File: src/rtl/conv_layer_sequencer.sv
`default_nettype none
// ============================================================================
// Module   : conv_layer_sequencer
// Purpose  : Accepts a layer descriptor, programs the conv core config
//            registers once, then runs one start/done handshake per tile.
//            Optional watchdog per tile: define CONV_SEQ_WDOG_EN.
// Revision : 1.0 - initial release
// ============================================================================
module conv_layer_sequencer #(
    parameter logic [5:0] CFG_BASE    = 6'h10,
    parameter int         TILE_W      = 16,
    parameter int         WDOG_CYCLES = 65535
) (
    input  logic              clk,
    input  logic              rst_b,
    input  logic              desc_valid,
    output logic              desc_ready,
    input  logic [15:0]       desc_ifm_h,
    input  logic [15:0]       desc_ifm_w,
    input  logic [15:0]       desc_ofm_c,
    input  logic [7:0]        desc_ksize,
    input  logic [7:0]        desc_stride,
    input  logic [TILE_W-1:0] desc_tiles,
    input  logic              abort,
    output logic              cfg_wr_en,
    output logic [5:0]        cfg_addr,
    output logic [63:0]       cfg_wdata,
    output logic              core_start,
    input  logic              core_done,
    output logic [TILE_W-1:0] tile_idx,
    output logic              seq_busy,
    output logic              layer_done,
    output logic              aborted,
    output logic              err_timeout
);

    typedef enum logic [2:0] {
        S_IDLE  = 3'd0,
        S_CFG   = 3'd1,
        S_START = 3'd2,
        S_WAIT  = 3'd3,
        S_DONE  = 3'd4
    } state_t;

    state_t            r_state;
    logic [2:0]        r_cfg_idx;
    logic [15:0]       r_ifm_h;
    logic [15:0]       r_ifm_w;
    logic [15:0]       r_ofm_c;
    logic [7:0]        r_ksize;
    logic [7:0]        r_stride;
    logic [TILE_W-1:0] r_tiles;
    logic [TILE_W-1:0] r_tile_idx;
    logic              r_cfg_wr_en;
    logic [5:0]        r_cfg_addr;
    logic [63:0]       r_cfg_wdata;
    logic              r_core_start;
    logic              r_seq_busy;
    logic              r_layer_done;
    logic              r_aborted;

    logic [2:0]        w_cfg_next_idx;
    logic [63:0]       w_cfg_next_data;
    logic              w_last_tile;

`ifdef CONV_SEQ_WDOG_EN
    localparam int                WDOG_W      = $clog2(WDOG_CYCLES + 1);
    localparam logic [WDOG_W-1:0] C_WDOG_LAST = WDOG_W'(WDOG_CYCLES - 1);

    logic [WDOG_W-1:0] r_wdog_cnt;
    logic              r_err_timeout;

    assign err_timeout = r_err_timeout;
`else
    assign err_timeout = 1'b0;
`endif

    assign desc_ready = (r_state == S_IDLE);
    assign cfg_wr_en  = r_cfg_wr_en;
    assign cfg_addr   = r_cfg_addr;
    assign cfg_wdata  = r_cfg_wdata;
    assign core_start = r_core_start;
    assign tile_idx   = r_tile_idx;
    assign seq_busy   = r_seq_busy;
    assign layer_done = r_layer_done;
    assign aborted    = r_aborted;

    assign w_last_tile = (r_tile_idx == (r_tiles - TILE_W'(1)));

    // Register 0 is written straight from the descriptor on accept; the
    // remaining four come from the latched copy.
    always_comb begin
        w_cfg_next_idx  = r_cfg_idx + 3'd1;
        w_cfg_next_data = 64'd0;
        case (w_cfg_next_idx)
            3'd1:    w_cfg_next_data = {48'd0, r_ifm_w};
            3'd2:    w_cfg_next_data = {48'd0, r_ofm_c};
            3'd3:    w_cfg_next_data = {56'd0, r_ksize};
            3'd4:    w_cfg_next_data = {56'd0, r_stride};
            default: w_cfg_next_data = {48'd0, r_ifm_h};
        endcase
    end

    always_ff @(posedge clk or negedge rst_b) begin
        if (!rst_b) begin
            r_state       <= S_IDLE;
            r_cfg_idx     <= 3'd0;
            r_ifm_h       <= 16'd0;
            r_ifm_w       <= 16'd0;
            r_ofm_c       <= 16'd0;
            r_ksize       <= 8'd0;
            r_stride      <= 8'd0;
            r_tiles       <= '0;
            r_tile_idx    <= '0;
            r_cfg_wr_en   <= 1'b0;
            r_cfg_addr    <= 6'd0;
            r_cfg_wdata   <= 64'd0;
            r_core_start  <= 1'b0;
            r_seq_busy    <= 1'b0;
            r_layer_done  <= 1'b0;
            r_aborted     <= 1'b0;
`ifdef CONV_SEQ_WDOG_EN
            r_wdog_cnt    <= '0;
            r_err_timeout <= 1'b0;
`endif
        end else begin
            r_cfg_wr_en  <= 1'b0;
            r_core_start <= 1'b0;
            r_layer_done <= 1'b0;
            r_aborted    <= 1'b0;

            // Abort outranks every other event, including a same-cycle done.
            if ((r_state != S_IDLE) && abort) begin
                r_state    <= S_IDLE;
                r_seq_busy <= 1'b0;
                r_aborted  <= 1'b1;
            end else begin
                case (r_state)
                    S_IDLE: begin
                        if (desc_valid) begin
                            r_ifm_h       <= desc_ifm_h;
                            r_ifm_w       <= desc_ifm_w;
                            r_ofm_c       <= desc_ofm_c;
                            r_ksize       <= desc_ksize;
                            r_stride      <= desc_stride;
                            r_tiles       <= (desc_tiles == '0) ? TILE_W'(1) : desc_tiles;
                            r_tile_idx    <= '0;
                            r_cfg_idx     <= 3'd0;
                            r_cfg_wr_en   <= 1'b1;
                            r_cfg_addr    <= CFG_BASE;
                            r_cfg_wdata   <= {48'd0, desc_ifm_h};
                            r_seq_busy    <= 1'b1;
                            r_state       <= S_CFG;
`ifdef CONV_SEQ_WDOG_EN
                            r_err_timeout <= 1'b0;
`endif
                        end
                    end
                    S_CFG: begin
                        if (r_cfg_idx == 3'd4) begin
                            r_core_start <= 1'b1;
                            r_state      <= S_START;
                        end else begin
                            r_cfg_idx   <= w_cfg_next_idx;
                            r_cfg_wr_en <= 1'b1;
                            r_cfg_addr  <= CFG_BASE + {3'd0, w_cfg_next_idx};
                            r_cfg_wdata <= w_cfg_next_data;
                        end
                    end
                    S_START: begin
                        r_state <= S_WAIT;
`ifdef CONV_SEQ_WDOG_EN
                        r_wdog_cnt <= '0;
`endif
                    end
                    S_WAIT: begin
                        if (core_done) begin
                            if (w_last_tile) begin
                                r_layer_done <= 1'b1;
                                r_state      <= S_DONE;
                            end else begin
                                r_tile_idx   <= r_tile_idx + TILE_W'(1);
                                r_core_start <= 1'b1;
                                r_state      <= S_START;
                            end
                        end
`ifdef CONV_SEQ_WDOG_EN
                        else if (r_wdog_cnt == C_WDOG_LAST) begin
                            r_err_timeout <= 1'b1;
                            r_aborted     <= 1'b1;
                            r_seq_busy    <= 1'b0;
                            r_state       <= S_IDLE;
                        end else begin
                            r_wdog_cnt <= r_wdog_cnt + WDOG_W'(1);
                        end
`endif
                    end
                    S_DONE: begin
                        r_seq_busy <= 1'b0;
                        r_state    <= S_IDLE;
                    end
                    default: begin
                        r_seq_busy <= 1'b0;
                        r_state    <= S_IDLE;
                    end
                endcase
            end
        end
    end

endmodule
`default_nettype wire

File: config.mk
export PLATFORM = sky130hd
export DESIGN_NAME = conv_layer_sequencer
export DESIGN_NICKNAME = d
export VERILOG_FILES = /design/src/rtl/conv_layer_sequencer.sv
export SDC_FILE = /design/constraint.sdc
export NUM_CORES = 1
export LEC_CHECK = 0
export CAP_MARGIN = 20
export CELL_PAD_IN_SITES_DETAIL_PLACEMENT = 1
export CELL_PAD_IN_SITES_GLOBAL_PLACEMENT = 1
export CORE_UTILIZATION = 37
export CTS_BUF_LIST = sky130_fd_sc_hd__clkbuf_4 sky130_fd_sc_hd__clkbuf_8
export CTS_CLUSTER_SIZE = 16
export DETAILED_ROUTE_END_ITERATION = 16
export GPL_ROUTABILITY_DRIVEN = 0
export GPL_TIMING_DRIVEN = 0
export HOLD_SLACK_MARGIN = 0.12
export PLACE_DENSITY_LB_ADDON = 0.1
export SLEW_MARGIN = 20
export SYNTH_ARGS = -nofsm -noshare
export SYNTH_HDL_FRONTEND = slang
export SYNTH_SLANG_ARGS = --single-unit
File: constraint.sdc
create_clock -name clk -period 2.8 [get_ports clk]
set_input_delay 0.56 -clock clk [delete_from_list [all_inputs] [get_ports clk]]
set_output_delay 0.56 -clock clk [all_outputs]
set_load 0.01 [all_outputs]
### Word level (Yosys, flattened, before mapping)

Cells that the tools add are included.
W data, S select, Z words.

| storage, ports and cells | value |
|---|---|
| input port bits | 85 |
| output and inout bits | 93 |
| logic and storage cells | 88 |
| flip-flop bits (word level) | 177 |

| operators by class | value |
|---|---|
| muxes and demuxes | 38 |
| bitwise logic cells | 1 |
| add/sub/neg operators | 4 |
| reductions and logical operators | 12 |
| equality and inequality tests | 17 |

Operator list:

| operator | count |
|---|---|
| $mux W64 | 2 |
| $pmux W64 S2 | 1 |
| $mux W16 | 4 |
| $pmux W16 S4 | 1 |
| $pmux W16 S2 | 1 |
| $mux W3 | 7 |
| $add A16 B1 Y16 const B | 1 |
| $eq A16 B16 Y1 | 1 |
| $logic_not A16 Y1 | 1 |
| $sub A16 B1 Y16 const B | 1 |
| $mux W1 | 14 |
| $eq A3 B2 Y1 const B | 4 |
| $mux W6 | 2 |
| $pmux W3 S4 | 1 |
| $pmux W6 S2 | 1 |
| $ne A2 B2 Y1 const B | 4 |
| $add A5 B3 Y6 const A | 1 |
| $eq A3 B1 Y1 const B | 2 |
| $eq A3 B3 Y1 const B | 2 |
| $ne A3 B3 Y1 const B | 2 |
| $pmux W1 S2 | 3 |
| $pmux W3 S2 | 1 |
| $reduce_and A3 Y1 | 2 |
| $reduce_and A5 Y1 | 1 |
| other kinds (11) | 12 |

### Logic depth before layout (Yosys ltp)

Gate-level depths: netlist of the first run.

| logic depth | value |
|---|---|
| depth after elaboration | 6 |
| gate-level depth with buffers | 11 |
| mapped depth without buffers | 10 |

### Least setup slack after synthesis of the first run

Ideal clock, no wire load.

| path | value |
|---|---|
| path kind | reg-to-reg |
| from | reg r_tiles[0] |
| to | reg r_tile_idx[3] (netlist: tile_idx[3]) |
| clock period less this slack | 2.557 ns |
| cell stages (with the launch flop) | 12 |
| path slack | 0.243 ns |
| library setup time | 0.065 ns |
| path buffers | 1 |
| arrival time | 2.492 ns |
| data required time | 2.735 ns |
| cell sequence | dfrtp_1 -> inv_1 -> ha_1 -> nand2b_1 -> nor3b_1 -> o21ai_0 -> nor4_2 -> nand3_1 -> or4b_1 -> buf_2 -> a41oi_2 -> o21a_1 |

| between the ends | value |
|---|---|
| word-level cells in the longest chain between the ends | 4 |

Ends and longest elaborated chain:

| item | line | text |
|---|---|---|
| start: declaration | 52 | `logic [TILE_W-1:0] r_tiles;` |
| start signal: assignment | 146 | `r_tiles <= (desc_tiles == '0) ? TILE_W'(1) : desc_tiles;` |
| $sub A16 B1 Y16 | 88 | `assign w_last_tile = (r_tile_idx == (r_tiles - TILE_W'(1)));` |
| $eq A16 B16 Y1 | 88 |  |
| $ne A2 B2 Y1 (no line) | -- |  |
| $reduce_and A5 Y1 (no line) | -- |  |
| end signal: assignment | 182 | `r_tile_idx <= r_tile_idx + TILE_W'(1);` |
| end: declaration | 53 | `logic [TILE_W-1:0] r_tile_idx;` |

No other way between the ends.
A chain may end at the register's enable or synchronous reset.

### Worst setup path after layout of the first run

| path | value |
|---|---|
| from | reg r_tiles[2] |
| to | reg r_tile_idx[12] (netlist: tile_idx[12]) |

The elaborated chain is that of the path after synthesis.

==> results.env, run 1 <==
GRT_PASS1_WL_UM=33560
SYNTH_ASYNC_SR_FLOP_SHARE_PCT=100.0
ROUTE.ANTENNA.REMAINING_NETS=0
WORST_CLOCK_SKEW_NS=0.01228
SYNTH.MUX.AREA_FRACTION_PCT=0.4739
DRT-VIAS-PER-INSTANCE=5.016
POSTSYNTHREGISTERBITS=124
NNETSFINAL=1073
AREA.GROWTH.SYNTH_TO_FINAL_PCT=35.98
HOLD_VIOL_FINAL=0
POST_SYNTH_INST_COUNT=773
REPORTED_LEAKAGE_POWER_nW=4.214
MAX_STAGE_DELAY_NS=0.36
WORST_EP_REQUIRED_TIME_NS=3.17
MIN_DELAY_PATH_DEPTH=2
POSTROUTEWIRELENGTH_UM=20760
POST_DRT_WL_PER_CELL_UM=17.05
P_SW_SHARE_PCT=42.04
BIGGEST_FANOUT_ALONG_THE_WORST_TIMING_PATH=10
WORST_R2R_PATH_DEPTH=12
XOR_XNOR_PORTION_OF_THE_SYNTHESIZED_CELL_AREA_PCT=2.787
YOSYS.AREA.TOP_TYPE='sky130_fd_sc_hd__dfrtp_1'
DP_SLACK_NS=-0.3184
GRT_MAX_DEGREE=79
LAYOUT.FILLER_CELLS=2120
AREA_FRACTION_IN_AND_OR_NAND_AND_NOR_CELLS_AFTER_SYNTHESIS_PCT=26.10
CRITICAL_PATH.TOP_DELAY_FAMILY='simple AND/OR/NAND/NOR gates'
CTS_MAX_LEVEL=4
COMB_POWER_SHARE_PCT=45.2
CTS_BUFFER_DEPTH=2
CRITPATHBUFINV=4
AREA_FRACTION_IN_COMPOUND_GATES_AFTER_SYNTHESIS_PCT=12.45
DIODES=0
FINISHED_LAYOUT_CELLS=1218
CP_DATA_ARRIVAL_TIME_NS=3.09
NUMBER_OF_ANTENNA_VIOLATIONS_AT_THE_FIRST_CHECK_IN_GLOBAL_ROUTING=0
SYNTHFLOPTYPE='sky130_fd_sc_hd__dfrtp_1'
SYNTH_AREA_UM2=6600
SWITCHING_POWER_W=0.003615
FLOORPLAN.IO_PINS=178
POSTLAYOUTCOREUTIL_PCT=51.71
CELL_INTERNAL_PWR_W=0.004983
CTS_TREE='yes'
TRITONCTS_NUM_SINKS=124
VDD.IR_DROP.WORST_mV=0.4530
HOLDCRITPATHCLASS='flip-flop to flip-flop'
SLOWEST_STAGE='sky130_fd_sc_hd__dfrtp_1'
CRIT_CHAIN='buf_4 > nor3_4 > and3_4 > a21oi_1 > nor4_2 > nand3_1 > buf_4 > nor4_4 > buf_6 > buf_6 > o31ai_1 > a21oi_2'
FF2FF_SETUP_SLACK_NS=0.09
SLEW_WORST_PIN_NS=0.7613
SYNTH.YOSYS.SEQ_AREA_SHARE_PCT=47.01
STATUS='finished, final reports clean'
YS_WARN_COUNT=0
WORST-PATH-STAGES=12
INITIALDRTVIOLATIONCOUNT=400
NETLIST.AREA_LEADER.SHARE_PCT=47.01
AMOUNT_OF_WIRE_ON_MET3_AFTER_DETAILED_ROUTING_UM=894
DRC_ERRORS=0
COUNT_OF_INPUT_AND_OUTPUT_BUFFERS=126
MOSTFREQUENTLAYOUTCELL='sky130_fd_sc_hd__nand2_1'
CLOCK.FMAX_GHz=0.3686
CLK_LATENCY_NS=0.46
YS_TYPES=57
DETAILEDPLACEMENTHPWL_UM=15190
WL_MET1_UM=9010
NUMPLACEDINSTANCES=1175
PLACEMENT_ROWS=48
CLKSLEWWORSTSETUPHOLDPATHS_NS=0.08
CLOCK-ROOT-BUFFER='sky130_fd_sc_hd__clkbuf_8'
TIMING.FINAL.CRIT_SHARE_PCT=96.88
SETUP-VIOLATIONS-FINAL=0
LAYOUT.CELLS.MOST_COMMON_LIST='sky130_fd_sc_hd__nand2_1 (286), sky130_fd_sc_hd__clkdlybuf4s50_1 (125), sky130_fd_sc_hd__dfrtp_1 (120)'
MAX_CAP_VIOL_COUNT=0
FIRST_GLOBAL_VIAS=6339
MAXSLEWHEADROOM_PCT=49.24
CRITICAL_PATH_END_TYPE='flip-flop'
PWR-SHARE-SEQ_PCT=36.1
FINAL_LAYOUT_SIZE_SUFFIX_GT1_SHARE_PCT=14.80
GLOBAL_ROUTE.USAGE.TOTAL_PCT=23.84
AREA_OF_THE_DIE_UM2=18380
FINAL-MAX-SLEW-VIOLATION-COUNT=0
MAXUSEDROUTINGLAYER='met4'
DIEWIDTH_UM=135.6
WL_MET2_UM=10480
CRITICAL_PATH.STARTPOINT_TYPE='flip-flop'
CRITICAL_PATH_CLASS='flip-flop to flip-flop'
NUMBER_OF_FLOPS_MAPPED_TO_ENABLE_CELLS_BY_YOSYS=0
OVERFLOW=0
LAYOUT_SETUP_WS_NS=0.08737
SYNTH.AREA.TOP_CELLS='sky130_fd_sc_hd__dfrtp_1 (47%), sky130_fd_sc_hd__nand2_1 (16%), sky130_fd_sc_hd__buf_4 (5.8%), sky130_fd_sc_hd__a222oi_1 (3.6%), sky130_fd_sc_hd__o21ai_0 (2.9%)'
DETAILEDROUTE.FIRSTPASSITERATIONCOUNT=6
POST-ROUTE-MIN-PERIOD_NS=2.713
SYNTH_TOP_FAMILY_BY_AREA='simple AND/OR/NAND/NOR gates'
PWR_DENSITY_CELL_nW_PER_UM2=958.0
PLACEABLECOREAREA_UM2=17360
DIE_H_UM=135.6
SYNTH.AVG_CELL_AREA_UM2=8.538
SYNTH_FA_HA_AREA_SHARE_PCT=1.517
STARTING_UTILIZATION_OF_THE_CORE_AREA_PCT=38.03
CLOCK_POWER_SHARE_PCT=18.8
CTS-BUFFERS-INSERTED=17
VIA_COUNT=6109
final timing paths:
kind,startpoint,to
max in group asynchronous,rst_b,cfg_wdata[10]$_DFFE_PN0P_
setup reg to reg,r_tiles[2]$_DFFE_PN0P_,tile_idx[12]$_DFFE_PN0P_
hold reg to reg,r_ifm_h[3]$_DFFE_PN0P_,r_ifm_h[3]$_DFFE_PN0P_
setup / recovery,r_tiles[2]$_DFFE_PN0P_,tile_idx[12]$_DFFE_PN0P_
hold / removal,r_ifm_h[3]$_DFFE_PN0P_,r_ifm_h[3]$_DFFE_PN0P_
min in group asynchronous,rst_b,r_tiles[2]$_DFFE_PN0P_
final cells by class:
class                   count  area (µm²)  share of cell area (%)
multi-input cells         589        3143                   35.02
repair buffers            139        1400                   15.60
clock inverters            13       140.1                   1.561
inverters                  17       63.81                  0.7110
clock buffers              19       261.5                   2.914
flip-flops and latches    124        3108                   34.63
plain buffers              92       576.8                   6.427
well taps                 225       281.5                   3.137
cell families after synthesis:
group	count (synthesis)
AND/OR/NAND/NOR	388
flip-flops	124
AO/OA/AOI/OAI	118
buffers and inverters	110
XOR/XNOR	21
adder cells (fa/ha/maj)	8
multiplexers	3
other	1
cells in the mapped netlist, types with 3 or more instances:
library cell and n:
sky130_fd_sc_hd__a21oi_1 11, sky130_fd_sc_hd__a21oi_2 8, sky130_fd_sc_hd__a222oi_1 24, sky130_fd_sc_hd__a31oi_1 3
sky130_fd_sc_hd__and2_1 3, sky130_fd_sc_hd__and3_1 3, sky130_fd_sc_hd__buf_1 5, sky130_fd_sc_hd__buf_2 5
sky130_fd_sc_hd__buf_4 51, sky130_fd_sc_hd__buf_6 3, sky130_fd_sc_hd__clkbuf_1 29, sky130_fd_sc_hd__dfrtp_1 124
sky130_fd_sc_hd__ha_1 8, sky130_fd_sc_hd__inv_1 17, sky130_fd_sc_hd__nand2_1 286, sky130_fd_sc_hd__nand3_1 16
sky130_fd_sc_hd__nand4_1 7, sky130_fd_sc_hd__nor2_1 22, sky130_fd_sc_hd__nor2b_1 6, sky130_fd_sc_hd__nor3_1 7
sky130_fd_sc_hd__nor4_1 6, sky130_fd_sc_hd__nor4_4 3, sky130_fd_sc_hd__o21ai_0 38, sky130_fd_sc_hd__o21ai_1 15
sky130_fd_sc_hd__or3_1 12, sky130_fd_sc_hd__or4_1 4, sky130_fd_sc_hd__xnor2_1 11, sky130_fd_sc_hd__xor2_1 10
power by group through the flow:
stage,Clock (W),Combinational (W),Sequential (W)
3_3_place_gp,0,0.00354,0.00311
2_1_floorplan,0,0.00228,0.00301
6_report,0.00161,0.00388,0.00310
3_5_place_dp,0,0.00363,0.00313
5_1_grt,0.00174,0.00433,0.00319
4_1_cts,0.00165,0.00371,0.00310
routing by layer:
layer / vias up / track usage (%)
met5: - / 0
met4: 0 / 6.679
met3: 33 / 4.302
met2: 162 / 40.59
met1: 2988 / 30.80
li1: 2926 / -
sequential cells by signal (all words and copies together), names as in the netlist:
register / cells
r_ifm_w: 16
r_state: 3
r_cfg_idx: 2
cfg_addr: 2
r_ofm_c: 16
r_stride: 8
aborted: 1
r_ksize: 8
tile_idx: 16
r_ifm_h: 16
seq_busy: 1
layer_done: 1
cfg_wdata: 16
core_start: 1
r_tiles: 16
cfg_wr_en: 1
metrics by stage:
stage / hold WS [ns] / TNS, ns / total power [W] / cell area, µm²
3_3_place_gp: 0.4575 / -501.16 / 0.006652 / 8330
4_1_cts: 0.4842 / 0 / 0.008462 / 8816
6_report: 0.4838 / 0 / 0.008598 / 8975
2_1_floorplan: 0.2644 / 0 / 0.005291 / 6788
5_1_grt: 0.5073 / -0.5641 / 0.009265 / 8975
3_5_place_dp: 0.4635 / -8.781 / 0.006760 / 8363
what timing repair did:
item	CTS	global route
hold buffers	1	0
setup buffers	2	8
hold endpoints to repair	46	0
cloned	0	1
pin swaps	1	6
gates resized for setup	9	27
setup endpoints to repair	35	29
worst reg2reg max path: cells and delay by family (launching register included):
kind	cells	cell delay (ns)
AO/OA/AOI/OAI	3	0.33
buffers and inverters	4	0.66
AND/OR/NAND/NOR	5	1.29
flip-flops	1	0.36
(Power assumes the default switching activity.)
==> run 2: changes to the inputs <==
--- a/config.mk
+++ b/config.mk
@@ -8,6 +8,7 @@
 export CAP_MARGIN = 20
 export CELL_PAD_IN_SITES_DETAIL_PLACEMENT = 1
 export CELL_PAD_IN_SITES_GLOBAL_PLACEMENT = 1
+export CORE_MARGIN = 4
 export CORE_UTILIZATION = 37
 export CTS_BUF_LIST = sky130_fd_sc_hd__clkbuf_4 sky130_fd_sc_hd__clkbuf_8
 export CTS_CLUSTER_SIZE = 16
==> run 2 against run 1 <==
Against the previous run:
- final area increased by 2.4%
- core utilization rose by 1.1 points
- critical path type unchanged
- largest cell class unchanged
- first-iteration DRC count increased by 4.0%
- wire length rose by 4.7%
- worst setup slack worse by 0.079 ns
- maximum frequency decreased by 2.8%
==> results.env, run 2 (synthesis results as in run 1) <==
AREA_OF_THE_DIE_UM2=20040  # +9.0%
CTS-BUFFERS-INSERTED=17  # unchanged
SLEW_WORST_PIN_NS=0.8237  # +0.06231 ns
CTS_BUFFER_DEPTH=2  # unchanged
POSTLAYOUTCOREUTIL_PCT=52.79  # +1.1 points
VDD.IR_DROP.WORST_mV=0.4138  # -8.7%
CRITICAL_PATH.TOP_DELAY_FAMILY='simple AND/OR/NAND/NOR gates'
WORSTHOLDSTART='r_ifm_w[4]$_DFFE_PN0P_'
WORST_EP_REQUIRED_TIME_NS=3.17  # about the same
CRITICAL_PATH.STARTPOINT_TYPE='flip-flop'
RR_ENDPOINT='tile_idx[12]$_DFFE_PN0P_'
AREA.SEQUENTIAL_UM2=3105  # about the same
CP_DATA_ARRIVAL_TIME_NS=3.16  # +0.07 ns
HOLD_END='r_ifm_w[4]$_DFFE_PN0P_'
GLOBAL_ROUTE.USAGE.TOTAL_PCT=21.46  # -2.4 points
DETAILEDROUTE.FIRSTPASSITERATIONCOUNT=6  # unchanged
RSZ_0062_RAISED_AFTER_GLOBAL_ROUTING='yes'
DP_SLACK_NS=-0.3066  # +0.01177 ns
MIN_DELAY_PATH_DEPTH=2  # unchanged
POSTROUTEWIRELENGTH_UM=21730  # +4.7%
CLOCK-ROOT-BUFFER='sky130_fd_sc_hd__clkbuf_8'
NNETSFINAL=1083  # +0.93%
GRT_MAX_DEGREE=87  # +10%
DRC_ERRORS=0  # unchanged
BIGGEST_FANOUT_ALONG_THE_WORST_TIMING_PATH=8  # -2
NUMBER_OF_ANTENNA_VIOLATIONS_AT_THE_FIRST_CHECK_IN_GLOBAL_ROUTING=0  # unchanged
CLOCK.FMAX_GHz=0.3583  # -2.8%
REPORTED_LEAKAGE_POWER_nW=4.309  # +2.3%
CRIT_CHAIN='buf_6 > nor3_4 > and3_4 > buf_4 > nor3b_4 > xnor2_2 > or3_4 > nor4_4 > buf_6 > buf_4 > or4_4 > a21oi_2'
DESIGN_POWER_TOTAL_W=0.008747  # +1.7%
CLK_LATENCY_NS=0.45  # about the same
CRITPATHBUFINV=4  # unchanged
DIEWIDTH_UM=141.6  # +4.4%
REG2REG_FROM='r_tiles[2]$_DFFE_PN0P_'
STATUS='finished, final reports clean'
GRT_PASS1_WL_UM=33870  # +0.91%
PWR_DENSITY_CELL_nW_PER_UM2=951.4  # -0.69%
HOLDCRITPATHCLASS='flip-flop to flip-flop'
LAYOUT.FILLER_CELLS=2101  # -0.90%
SLOWEST_STAGE='sky130_fd_sc_hd__or4_4'
HOLD_VIOL_FINAL=0  # unchanged
WORST_CLOCK_SKEW_NS=0.01129  # -0.0009931 ns
FLOORPLAN.IO_PINS=178  # unchanged
MAX_STAGE_DELAY_NS=0.48  # +0.12 ns
AREA.GROWTH.SYNTH_TO_FINAL_PCT=39.30
INITIALDRTVIOLATIONCOUNT=416  # +4.0%
CRITICAL_PATH_CLASS='flip-flop to flip-flop'
STDCELL_AREA_UM2=9194  # +2.4%
DRT-VIAS-PER-INSTANCE=5.068  # +1.1%
LAYOUT_SETUP_WS_NS=0.008709  # -0.07866 ns
MAXSLEWHEADROOM_PCT=45.09  # -4.2 points
PLACEMENT_ROWS=48  # unchanged
PLACEABLECOREAREA_UM2=17420  # +0.35%
FIRST_GLOBAL_VIAS=6416  # +1.2%
FINAL-MAX-SLEW-VIOLATION-COUNT=0  # unchanged
POST_DRT_WL_PER_CELL_UM=17.69  # +3.8%
PLACED_INST_AREA_UM2=8363  # unchanged
MAX_CAP_VIOL_COUNT=0  # unchanged
SETUP-VIOLATIONS-FINAL=0  # unchanged
CRITICAL_PATH_END_TYPE='flip-flop'
TRITONCTS_NUM_SINKS=124  # unchanged
CTS_TREE='yes'
LAYOUT.CELLS.MOST_COMMON_LIST='sky130_fd_sc_hd__nand2_1 (285), sky130_fd_sc_hd__clkdlybuf4s50_1 (125), sky130_fd_sc_hd__dfrtp_1 (122)'
WORST_R2R_PATH_DEPTH=12  # unchanged
COUNT_OF_INPUT_AND_OUTPUT_BUFFERS=126  # unchanged
MULTIINPUTGATEAREA_UM2=3231  # +2.8%
POST-ROUTE-MIN-PERIOD_NS=2.791  # +0.07866 ns
STARTING_UTILIZATION_OF_THE_CORE_AREA_PCT=37.90  # -0.13 points
FINAL_LAYOUT_SIZE_SUFFIX_GT1_SHARE_PCT=16.75  # +1.9 points
ROUTE.ANTENNA.REMAINING_NETS=0  # unchanged
CLKSLEWWORSTSETUPHOLDPATHS_NS=0.08  # about the same
DETAILEDPLACEMENTHPWL_UM=15580  # +2.6%
DIE_H_UM=141.6  # +4.4%
MOSTFREQUENTLAYOUTCELL='sky130_fd_sc_hd__nand2_1'
OVERFLOW=0  # unchanged
SETUP_TOTAL_NEGATIVE_SLACK_NS=0  # unchanged
DIODES=0  # unchanged
FF2FF_SETUP_SLACK_NS=0.009  # -0.08 ns
CTS_MAX_LEVEL=4  # unchanged
TIMING.FINAL.CRIT_SHARE_PCT=99.69  # +2.8 points
VIA_COUNT=6224  # +1.9%
-- run 2: cell count changes in the layout (fill, tap and decap cells not counted), moves of 2 or more --
| cell | previous run | this run |
|---|---|---|
| sky130_fd_sc_hd__buf_4 | 60 | 67 |
| sky130_fd_sc_hd__buf_8 | 1 | 3 |
| sky130_fd_sc_hd__clkbuf_16 | 0 | 2 |
| sky130_fd_sc_hd__clkinvlp_4 | 4 | 2 |
| sky130_fd_sc_hd__dfrtp_1 | 120 | 122 |
| sky130_fd_sc_hd__dfrtp_2 | 4 | 2 |
| sky130_fd_sc_hd__o21ai_1 | 16 | 10 |
| sky130_fd_sc_hd__o21ai_2 | 0 | 2 |
| sky130_fd_sc_hd__o21ai_4 | 0 | 3 |
| sky130_fd_sc_hd__or3_1 | 10 | 8 |
| sky130_fd_sc_hd__or3_4 | 3 | 5 |
-- run 2: cell type report --
type,instances,share of cell area [%]
multi-input combinational,589,35.14
sequential,124,33.78
timing repair buffer,149,16.44
buffer,92,6.355
tap,225,3.062
clock buffer,18,2.695
clock inverter,14,1.837
inverter,17,0.6941
-- run 2: worst register-to-register path, stage by stage (launching register included) --
cell and delay [ns]:
sky130_fd_sc_hd__dfrtp_1 0.38, sky130_fd_sc_hd__buf_6 0.13, sky130_fd_sc_hd__nor3_4 0.34, sky130_fd_sc_hd__and3_4 0.29, sky130_fd_sc_hd__buf_4 0.11, sky130_fd_sc_hd__nor3b_4 0.20, sky130_fd_sc_hd__xnor2_2 0.15, sky130_fd_sc_hd__or3_4 0.17
sky130_fd_sc_hd__nor4_4 0.04, sky130_fd_sc_hd__buf_6 0.15, sky130_fd_sc_hd__buf_4 0.15, sky130_fd_sc_hd__or4_4 0.48, sky130_fd_sc_hd__a21oi_2 0.14
-- run 2: how the worst max path moves through the flow --
stage	cells past startpoint	slack, ns	start	to
floorplan	11	0.24	r_tiles[0]$_DFFE_PN0P_	tile_idx[3]$_DFFE_PN0P_
global placement	1	-3.99	rst_b	r_ofm_c[9]$_DFFE_PN0P_
detailed placement	7	-0.31	desc_valid	r_ofm_c[7]$_DFFE_PN0P_
CTS	11	-0.001	r_tiles[3]$_DFFE_PN0P_	tile_idx[14]$_DFFE_PN0P_
global route	12	-0.12	r_tiles[2]$_DFFE_PN0P_	tile_idx[7]$_DFFE_PN0P_
finish	12	0.009	r_tiles[2]$_DFFE_PN0P_	tile_idx[12]$_DFFE_PN0P_
-- run 2: power by group --
part | leakage (nW) | internal (W) | total (W) | switching (W)
clock | 0.209 | 0.000906 | 0.00170 | 0.000791
sequential | 1.55 | 0.00251 | 0.00309 | 0.000576
combinational | 2.55 | 0.00167 | 0.00396 | 0.00229
total | 4.31 | 0.00509 | 0.00875 | 0.00366
-- run 2: stage by stage --
| step | hold slack (ns) | instances |
|---|---|---|
| 2_1_floorplan | 0.2644 | 823 |
| 3_3_place_gp | 0.4576 | 1174 |
| 3_5_place_dp | 0.4662 | 1175 |
| 4_1_cts | 0.4830 | 1215 |
| 5_1_grt | 0.5062 | 1228 |
| 6_report | 0.4832 | 1228 |
-- run 2: repair_timing --
| action | 4_1_cts | 5_1_grt |
|---|---|---|
| hold buffers | 1 | 0 |
| setup endpoints to repair | 48 | 32 |
| endpoints found under the hold margin | 38 | 0 |
| resized for setup | 10 | 46 |
| pin swaps | 6 | 25 |
| setup buffers | 7 | 13 |
| cloned | 0 | 2 |
-- run 2: per-layer routing --
layer | vias up | routed length [µm] | track usage (%)
met1 | 3063 | 9336 | 27.60
met5 | - | 0 | 0
met4 | 0 | 488 | 6.970
met2 | 176 | 10870 | 36.40
li1 | 2943 | - | -
met3 | 42 | 1038 | 4.247
